`src/rtl/dct_stage_responder.sv`:
```
`default_nettype none
// ============================================================================
// Module   : dct_stage_responder
// Purpose  : Datapath-side responder for the DCT control FSM. It counts
//            cycles (tally), creates the input-memory read address during the
//            load stage, times the butterfly and CORDIC stages, streams the
//            output index/valid, and flags enable-sequence violations.
// Revision : 1.0  initial release
//
// Ports
//   clk        in   rising-edge clock
//   reset      in   asynchronous active-low reset
//   clr        in   synchronous clear of all state (highest priority)
//   start_mem  in   load stage active
//   count_en   in   tally increment enable
//   msps_en    in   butterfly stage active
//   cord_en    in   CORDIC stage active
//   out_en     in   output stage active
//   tally      out  saturating cycle count since clr
//   mem_rd     out  input memory read strobe
//   mem_addr   out  input memory read address
//   msps_f     out  butterfly stage done (sticky)
//   cord_F     out  CORDIC stage done (sticky)
//   out_valid  out  output beat valid
//   out_idx    out  output coefficient index
//   out_f      out  output stage done (sticky)
//   proto_err  out  enable-sequence violation seen (sticky)
// ============================================================================
module dct_stage_responder #(
  parameter int CLOCK_LIM = 6,
  parameter int DCT_POINT = 16,
  parameter int ADDR_W    = 4,
  parameter int MSPS_CYC  = 20,
  parameter int CORD_CYC  = 12
) (
  input  logic                 clk,
  input  logic                 reset,
  input  logic                 clr,
  input  logic                 start_mem,
  input  logic                 count_en,
  input  logic                 msps_en,
  input  logic                 cord_en,
  input  logic                 out_en,
  output logic [CLOCK_LIM-1:0] tally,
  output logic                 mem_rd,
  output logic [ADDR_W-1:0]    mem_addr,
  output logic                 msps_f,
  output logic                 cord_F,
  output logic                 out_valid,
  output logic [ADDR_W-1:0]    out_idx,
  output logic                 out_f,
  output logic                 proto_err
);

  localparam logic [CLOCK_LIM-1:0] MSPS_LAST = CLOCK_LIM'(MSPS_CYC - 1);
  localparam logic [CLOCK_LIM-1:0] CORD_LAST = CLOCK_LIM'(CORD_CYC - 1);
  localparam logic [ADDR_W-1:0]    IDX_LAST  = ADDR_W'(DCT_POINT - 1);
  localparam logic [CLOCK_LIM-1:0] TALLY_MAX = '1;

  logic [CLOCK_LIM-1:0] tally_q,    tally_d;
  logic [CLOCK_LIM-1:0] msps_cnt_q, msps_cnt_d;
  logic [CLOCK_LIM-1:0] cord_cnt_q, cord_cnt_d;
  logic [ADDR_W-1:0]    out_idx_q,  out_idx_d;
  logic                 msps_f_q,   msps_f_d;
  logic                 cord_f_q,   cord_f_d;
  logic                 out_f_q,    out_f_d;
  logic                 perr_q,     perr_d;
  logic                 out_valid_w;

  // Combinational outputs are gated with reset so every output reads 0
  // while reset is held low, even if the enables are still driven.
  assign out_valid_w = out_en & ~out_f_q & reset;

  always_comb begin
    tally_d    = tally_q;
    msps_cnt_d = msps_cnt_q;
    msps_f_d   = msps_f_q;
    cord_cnt_d = cord_cnt_q;
    cord_f_d   = cord_f_q;
    out_idx_d  = out_idx_q;
    out_f_d    = out_f_q;
    perr_d     = perr_q;

    if (count_en && (tally_q != TALLY_MAX)) begin
      tally_d = tally_q + 1'b1;
    end

    // Stage counters stop at the terminal value; the done flag registers on
    // that same edge, so the flag rises exactly N edges after enable.
    if (msps_en && !msps_f_q) begin
      if (msps_cnt_q == MSPS_LAST) begin
        msps_f_d = 1'b1;
      end else begin
        msps_cnt_d = msps_cnt_q + 1'b1;
      end
    end

    if (cord_en && !cord_f_q) begin
      if (cord_cnt_q == CORD_LAST) begin
        cord_f_d = 1'b1;
      end else begin
        cord_cnt_d = cord_cnt_q + 1'b1;
      end
    end

    if (out_valid_w) begin
      if (out_idx_q == IDX_LAST) begin
        out_f_d = 1'b1;
      end else begin
        out_idx_d = out_idx_q + 1'b1;
      end
    end

    if ((cord_en && !msps_f_q) || (out_en && !cord_f_q) || (msps_en && cord_en)) begin
      perr_d = 1'b1;
    end

    if (clr) begin
      tally_d    = '0;
      msps_cnt_d = '0;
      msps_f_d   = 1'b0;
      cord_cnt_d = '0;
      cord_f_d   = 1'b0;
      out_idx_d  = '0;
      out_f_d    = 1'b0;
      perr_d     = 1'b0;
    end
  end

  always_ff @(posedge clk or negedge reset) begin
    if (!reset) begin
      tally_q    <= '0;
      msps_cnt_q <= '0;
      msps_f_q   <= 1'b0;
      cord_cnt_q <= '0;
      cord_f_q   <= 1'b0;
      out_idx_q  <= '0;
      out_f_q    <= 1'b0;
      perr_q     <= 1'b0;
    end else begin
      tally_q    <= tally_d;
      msps_cnt_q <= msps_cnt_d;
      msps_f_q   <= msps_f_d;
      cord_cnt_q <= cord_cnt_d;
      cord_f_q   <= cord_f_d;
      out_idx_q  <= out_idx_d;
      out_f_q    <= out_f_d;
      perr_q     <= perr_d;
    end
  end

  assign tally     = tally_q;
  assign mem_rd    = start_mem & reset;
  assign mem_addr  = mem_rd ? tally_q[ADDR_W-1:0] : '0;
  assign msps_f    = msps_f_q;
  assign cord_F    = cord_f_q;
  assign out_valid = out_valid_w;
  assign out_idx   = out_idx_q;
  assign out_f     = out_f_q;
  assign proto_err = perr_q;

endmodule
`default_nettype wire
```
`config.mk`:
```
export PLATFORM = sky130hd
export DESIGN_NAME = dct_stage_responder
export DESIGN_NICKNAME = d
export VERILOG_FILES = /design/src/rtl/dct_stage_responder.sv
export SDC_FILE = /design/constraint.sdc
export NUM_CORES = 1
export LEC_CHECK = 0
export ABC_AREA = 1
export CELL_PAD_IN_SITES_DETAIL_PLACEMENT = 0
export CELL_PAD_IN_SITES_GLOBAL_PLACEMENT = 1
export CORE_MARGIN = 2
export CORE_UTILIZATION = 34
export DETAILED_ROUTE_END_ITERATION = 10
export GPL_ROUTABILITY_DRIVEN = 1
export PLACE_DENSITY_LB_ADDON = 0.1
export SLEW_MARGIN = 20
export SYNTH_ARGS = -nofsm -noshare
export SYNTH_HDL_FRONTEND = slang
export SYNTH_SLANG_ARGS = --single-unit
```
`constraint.sdc`:
```
create_clock -name clk -period 1.3 [get_ports clk]
set_input_delay 0.13 -clock clk [delete_from_list [all_inputs] [get_ports clk]]
set_output_delay 0.13 -clock clk [all_outputs]
set_load 0.01 [all_outputs]
```
==> results by group, run 1 <==
Clocking
  – CTS tree: done
  – Total CTS buffers: 3
  – Root buffer cell: clkbuf_8
  – Worst skew pair latency: 0.27 ns
  – Clk slew on worst S/H paths: ~0.1 ns
  – Clock Tree Buf Depth: 2
  – Clk sinks: 26
  – CTS H-tree lvls: 1

Floorplanning
  – Starting Density: 0.3560
  – Core area: around 0.0044 mm^2
  – I/O pins: 28
  – Rows: 24
  – Die area: around 0.0052 mm^2
  – Die W: 71.99 um
  – Die H: 71.99 um

STA
  – Fmax: 777.5 MHz
  – Tcrit/Tclk final: 0.9893
  – Endpoints failing setup: 0
  – Tmin final: ~1.3 ns
  – Worst Max-Slew Pin Slew: 0.2738 ns
  – Worst-case clock skew: around 0.0071 ns
  – Max transition margin: 0.8172
  – Final Hold Viols: 0
  – Slew Limit Fails: 0
  – RSZ-0062 raised after global routing: true
  – Fin Setup TNS: 0 ns

Worst setup path
  – Startpoint class of the critical path: flop
  – Crit Path Category: reg -> reg
  – R2r endpoint: tally[3]
  – Critical Path AT: roughly 1.5 ns
  – R2r worst-path depth: 9
  – FF-to-FF Start: tally[0]
  – Critical path required time: 1.47 ns
  – Worst setup EP type: flop
  – Flop2flop setup slack: 0.01 ns
  – Crit-path max FO: 5

Routing
  – Routed Wire Length: just over 4000 um
  – Wire length per cell: around 13 um
  – DRC Markers: 0
  – Post-DRT Antenna Nets: 0
  – Via count: approximately 1500
  – Drt via density: 4.804
  – First-pass DRT Iterations: 4
  – Iteration-0 DRC Markers: 80

Synth
  – Complex-gate fraction of the synthesized area: 0.08758
  – Mapped Nets: around 210
  – Post-synthesis sequential area ratio: 0.4140
  – Largest family of logic cells by synthesized area: simple AND/OR/NAND/NOR gates
  – Post-Syn Instances: 202
  – Post-synth cell types: 26
  – Syn_area_per_cell: around 8 um^2
  – Post-synthesis simple-gate area fraction: 0.3686
  – Post-Synth Adder-Cell Area: 0.03185
  – Xor and xnor area share after synthesis: 0.01115
  – Yosys reg bits: 26
  – Post-synthesis mux area share: 0
  – Warnings from Yosys: 0
  – Area of the mapped netlist: 0.001572 mm^2

Place
  – I/O Buffers: 27
  – DP HPWL: around 2900 um
  – Placer Congestion: about 0.77

Status
  – Status: completed

Power
  – Sw Share: 0.2675
  – Comb power frac: 0.186
  – P_int: roughly 0.0013 W
  – Net switching power: approximately 0.00046 W
  – Clock group share of total power: 0.317
  – LEAKAGE: 1.238 nW
  – Pwr Density: 746.8 mW/mm^2
  – Sequential Power Share: 0.497
  – VDD IR-drop max: around 370 uV

Cells and area
  – Nets: 277
  – Final core utilization: 0.5181
  – Layout fillers: about 440
  – Most frequent cells in the layout: 43 x nand2_1, 31 x buf_4, 27 x inv_1
  – N_diodes: 0
  – Area Growth Syn to Fin: 45.54%
  – Most common cell after layout, fill and taps aside: nand2_1
  – Ratio of cells with drive above 1 in the final layout: 0.2992

GRT
  – Largest net degree at the start of global routing: 17
  – Vias in the first global route: around 1500
  – Initial antenna violation count: 0
  – Total GRT Usage: 0.1659
  – First-pass GRT wire length: a little under 7000 um
  – GR Overflow Total: 0

Job
  – Max-Cap Viols: 0

Hold path
  – Hold Crit Class: in -> async
## flip-flops by register name, indices dropped and copies added, names as in the netlist
register / flops
msps_cnt_q: 6
cord_cnt_q: 6
cord_F: 1
out_idx: 4
msps_f: 1
proto_err: 1
out_f: 1
tally: 6
## power groups by stage
| stage | combinational [W] | clock [W] | sequential [W] |
|---|---|---|---|
| after detailed placement | 0.000274 | 0 | 0.000865 |
| after floorplan | 0.000113 | 0 | 0.000872 |
| after global routing | 0.000350 | 0.000603 | 0.000853 |
| after CTS | 0.000282 | 0.000561 | 0.000846 |
| after global placement | 0.000267 | 0 | 0.000863 |
| final | 0.000318 | 0.000541 | 0.000849 |
## synthesized netlist by cell type (all sizes together)
cell / count / area share
xor2: 2 / 0.011
ha: 4 / 0.032
o21ai: 11 / 0.042
inv: 31 / 0.074
nor3: 1 / 0.0032
nor2: 25 / 0.10
nand2: 56 / 0.15
a21oi: 9 / 0.036
nand4: 8 / 0.032
dfrtp: 26 / 0.41
clkbuf: 1 / 0.0024
buf: 2 / 0.010
o21bai: 1 / 0.0048
a21o: 1 / 0.0048
nand3: 24 / 0.080
## how the worst max path moves through the flow
stage,depth (start not counted),to,from
after global placement,4,mem_addr[2],reset
final,9,tally[3],tally[0]
after detailed placement,4,mem_addr[2],reset
after CTS,7,msps_cnt_q[1],msps_cnt_q[0]
after global routing,9,tally[3],tally[0]
after floorplan,7,out_idx[2],out_idx[0]
## cell type report
type	count	area (um^2)	share of cell area
Timing Repair Buffer	61	514.2	0.2248
Inverter	31	116.4	0.05088
Clock buffer	4	55.05	0.02407
Sequential cell	26	650.6	0.2845
Tap cell	52	65.06	0.02845
Multi-Input combinational cell	142	885.9	0.3873
## through the flow
| stage | total power, W | setup slack (ns) | hold slack (ns) | instances | instance area, um^2 |
|---|---|---|---|---|---|
| 5_1_grt | 0.001805 | -0.06281 | 0.07705 | 316 | 2287 |
| 3_3_place_gp | 0.001130 | -0.3413 | 0.4839 | 297 | 2042 |
| 2_1_floorplan | 0.0009846 | 0.02330 | -0.1656 | 202 | 1572 |
| 4_1_cts | 0.001689 | -0.01332 | 0.06206 | 309 | 2158 |
| 3_5_place_dp | 0.001139 | -0.3904 | 0.4971 | 297 | 2042 |
| 6_report | 0.001708 | 0.01389 | 0.06744 | 316 | 2287 |
## critical path, cell delays in order, from the launching register on
cell	delay, ns
dfrtp_1	0.39
buf_6	0.12
ha_4	0.14
nand2_4	0.06
nor2_4	0.12
nand2_4	0.07
nand2_4	0.09
nand2_8	0.09
nand2_4	0.07
nand2_2	0.04
## cell families (layout without fill, tap and decap cells)
| kind of cell | count (synthesis) | count (layout) |
|---|---|---|
| flops | 26 | 26 |
| fa+ha+maj | 4 | 4 |
| xor+xnor | 2 | 2 |
| compound gates | 22 | 22 |
| buf+inv | 34 | 96 |
| simple gates | 114 | 114 |
## per-layer routing
layer | track usage | part of all wire | vias up
met5 | 0 | 0 | -
met4 | 0.04193 | 0.0047 | 0
met3 | 0.02083 | 0.032 | 2
met2 | 0.2788 | 0.49 | 30
met1 | 0.2275 | 0.47 | 712
li1 | - | - | 774
## what timing repair did
action	in CTS	in global routing
hold buffers	0	0
buffers inserted	8	7
endpoints found under the setup margin	28	23
pin swaps	5	15
gates resized for setup	30	27
hold endpoints to repair	0	0
Power figures use the tool's default switching activity.
==> run 2, diff against run 1 <==
SLEW_MARGIN = not set   (was 20)
TNS_END_PERCENT = 1   (was not set)
==> run 2 against run 1 <==
- the flow now finishes with violations (setup timing)
- critical endpoint unchanged
- largest cell class unchanged
- critical path depth down 2
- setup slack worse by 0.017 ns
- sequential power about the same
- core utilization down 3.3 points
- sequential share of layout area up 2.0 points
- die area unchanged
- highest routed layer unchanged
==> results by group, run 2 (synthesis results as in run 1) <==
Power
  – Pwr Density: 778.9 mW/mm^2 (+4.3%)
  – VDD IR-drop max: 351.2 uV (-5.6%)
  – LEAKAGE: 1.143 nW (-7.6%)

Routing
  – Post-DRT Antenna Nets: 0 (unchanged)
  – First-pass DRT Iterations: 4 (unchanged)
  – Wire length per cell: 12.68 um (-1.4%)
  – DRC Markers: 0 (unchanged)
  – Drt via density: 4.713 (-1.9%)
  – Iteration-0 DRC Markers: 65 (-19%)
  – Routed Wire Length: 3841 um (-5.4%)
  – Via count: 1428 (-5.9%)

STA
  – Final Hold Viols: 0 (unchanged)
  – Worst-case clock skew: 0.006309 ns (-0.0008254 ns)
  – Max transition margin: 0.8159 (-0.001288)
  – Endpoints failing setup: 1 (+1)
  – Worst Max-Slew Pin Slew: 0.2752 ns (+0.001469 ns)
  – Post-route setup slack: -0.003609 ns (-0.01750 ns)
  – Slew Limit Fails: 0 (unchanged)
  – Fmax: 767.1 MHz (-1.3%)
  – Tcrit/Tclk final: 1.003 (+0.01346)
  – Tmin final: 1.304 ns (+0.01750 ns)
  – RSZ-0062 raised after global routing: true

Place
  – Placed Area: 0.002042 mm^2 (unchanged)
  – DP HPWL: 2894 um (unchanged)
  – Placer Congestion: 0.7716 (unchanged)
  – I/O Buffers: 27 (unchanged)

Floorplanning
  – Core area: 0.004414 mm^2 (unchanged)
  – Die H: 71.99 um (unchanged)
  – Die W: 71.99 um (unchanged)
  – Rows: 24 (unchanged)
  – Die area: 0.005182 mm^2 (unchanged)
  – Starting Density: 0.3560 (unchanged)
  – I/O pins: 28 (unchanged)

Clocking
  – Worst skew pair latency: 0.27 ns (about the same)
  – Total CTS buffers: 3 (unchanged)
  – Clk sinks: 26 (unchanged)
  – Clock Tree Buf Depth: 2 (unchanged)
  – Clk slew on worst S/H paths: 0.10 ns (about the same)
  – CTS H-tree lvls: 1 (unchanged)
  – Hold Buf Count CTS: 0 (unchanged)
  – Root buffer cell: clkbuf_8
  – CTS tree: done

Worst setup path
  – Startpoint class of the critical path: flop
  – R2r endpoint: tally[3]
  – R2r worst-path depth: 7 (-2)
  – Critical Path AT: 1.47 ns (+0.02 ns)
  – Flop2flop setup slack: -0.004 ns (-0.02 ns)
  – Crit-path max FO: 3 (-2)
  – Worst setup EP type: flop
  – Crit Path Category: reg -> reg
  – FF-to-FF Start: tally[2]
  – Critical path required time: 1.47 ns (about the same)

Status
  – Status: finished, violations left
  – Failing checks: setup timing

Cells and area
  – Fin area: 0.002140 mm^2 (-6.5%)
  – Ratio of cells with drive above 1 in the final layout: 0.2351 (-0.06418)
  – Most frequent cells in the layout: 47 x nand2_1, 29 x inv_1, 25 x dfrtp_1
  – Final core utilization: 0.4847 (-0.03345)
  – N_diodes: 0 (unchanged)
  – Nets: 264 (-4.7%)
  – Most common cell after layout, fill and taps aside: nand2_1
  – Area Growth Syn to Fin: 36.15%

Hold path
  – Hold Crit Class: in -> async

GRT
  – First-pass GRT wire length: 6768 um (-2.5%)
  – Largest net degree at the start of global routing: 17 (unchanged)
  – Vias in the first global route: 1478 (-3.3%)
  – Initial antenna violation count: 0 (unchanged)
  – Total GRT Usage: 0.1624 (-0.003518)
  – GR Overflow Total: 0 (unchanged)

Job
  – Max-Cap Viols: 0 (unchanged)
==> run 2: changes by cell type in the layout (fill, tap and decap cells not counted), sizes merged <==
cell           previous run  this run
buf                      35        21
clkbuf                    6         7
clkdlybuf4s15             2         3
dlygate4sd2              15        14
==> run 2: metrics by stage <==
step                  TNS, ns  cells  total power (W)  hold slack [ns]  setup slack [ns]
floorplan                   0    202        0.0009846          -0.1656           0.02330
finish              -0.003609    303         0.001666          0.05025         -0.003609
detailed placement     -3.351    297         0.001139           0.4971           -0.3904
CTS                         0    303         0.001683          0.06206          0.004310
global placement       -2.792    297         0.001130           0.4839           -0.3413
global route          -0.5822    303         0.001763          0.07703          -0.07892
==> run 2: final cells by class <==
type                       instances  area, um^2
clock buffer                       4       55.05
fill                             445        2275
inverter                          31       116.4
multi-input combinational        142       837.1
sequential                        26       651.9
tap                               52       65.06
timing repair buffer              48       414.1
==> run 2: worst max-delay path by stage <==
| stage | slack [ns] | cells after the start | to | startpoint |
|---|---|---|---|---|
| floorplan | 0.02 | 7 | out_idx[2] | out_idx[0] |
| global placement | -0.34 | 4 | mem_addr[2] | reset |
| detailed placement | -0.39 | 4 | mem_addr[2] | reset |
| CTS | 0.004 | 7 | msps_cnt_q[1] | msps_cnt_q[0] |
| global route | -0.08 | 7 | msps_cnt_q[4] | msps_cnt_q[1] |
| finish | -0.004 | 7 | tally[3] | tally[2] |
==> run 2: where the power goes <==
group / leakage [nW] / internal, W / switching, W
logic: 0.760 / 0.000124 / 0.000151
registers: 0.355 / 0.000831 / 0.0000197
clock network: 0.0288 / 0.000271 / 0.000270
total: 1.14 / 0.00123 / 0.000441
==> run 2: timing repair <==
item	CTS	global route
pin swaps	2	1
gates resized for setup	25	19
setup buffers	2	0
endpoints found under the setup margin	28	27
==> run 2: layer usage <==
| metal | GRT usage | routed length [um] |
|---|---|---|
| met1 | 0.2257 | 1928 |
| met2 | 0.2706 | 1781 |
| met3 | 0.02083 | 112 |
| met4 | 0.03774 | 19 |
| met5 | 0 | 0 |
==> run 2: critical path, cell delays in order (launching register included) <==
cell and delay (ns):
dfrtp_1 0.40, buf_4 0.15, buf_4 0.13, nand3_1 0.15, xor2_1 0.20, nor2_1 0.07
nand2_2 0.05, nand2_1 0.05
==> run 3, diff against run 2 <==
CAP_MARGIN = 20   (was not set)
==> results of run 3 <==
The final DEF is identical to that of run 2; final timing and power are the same.
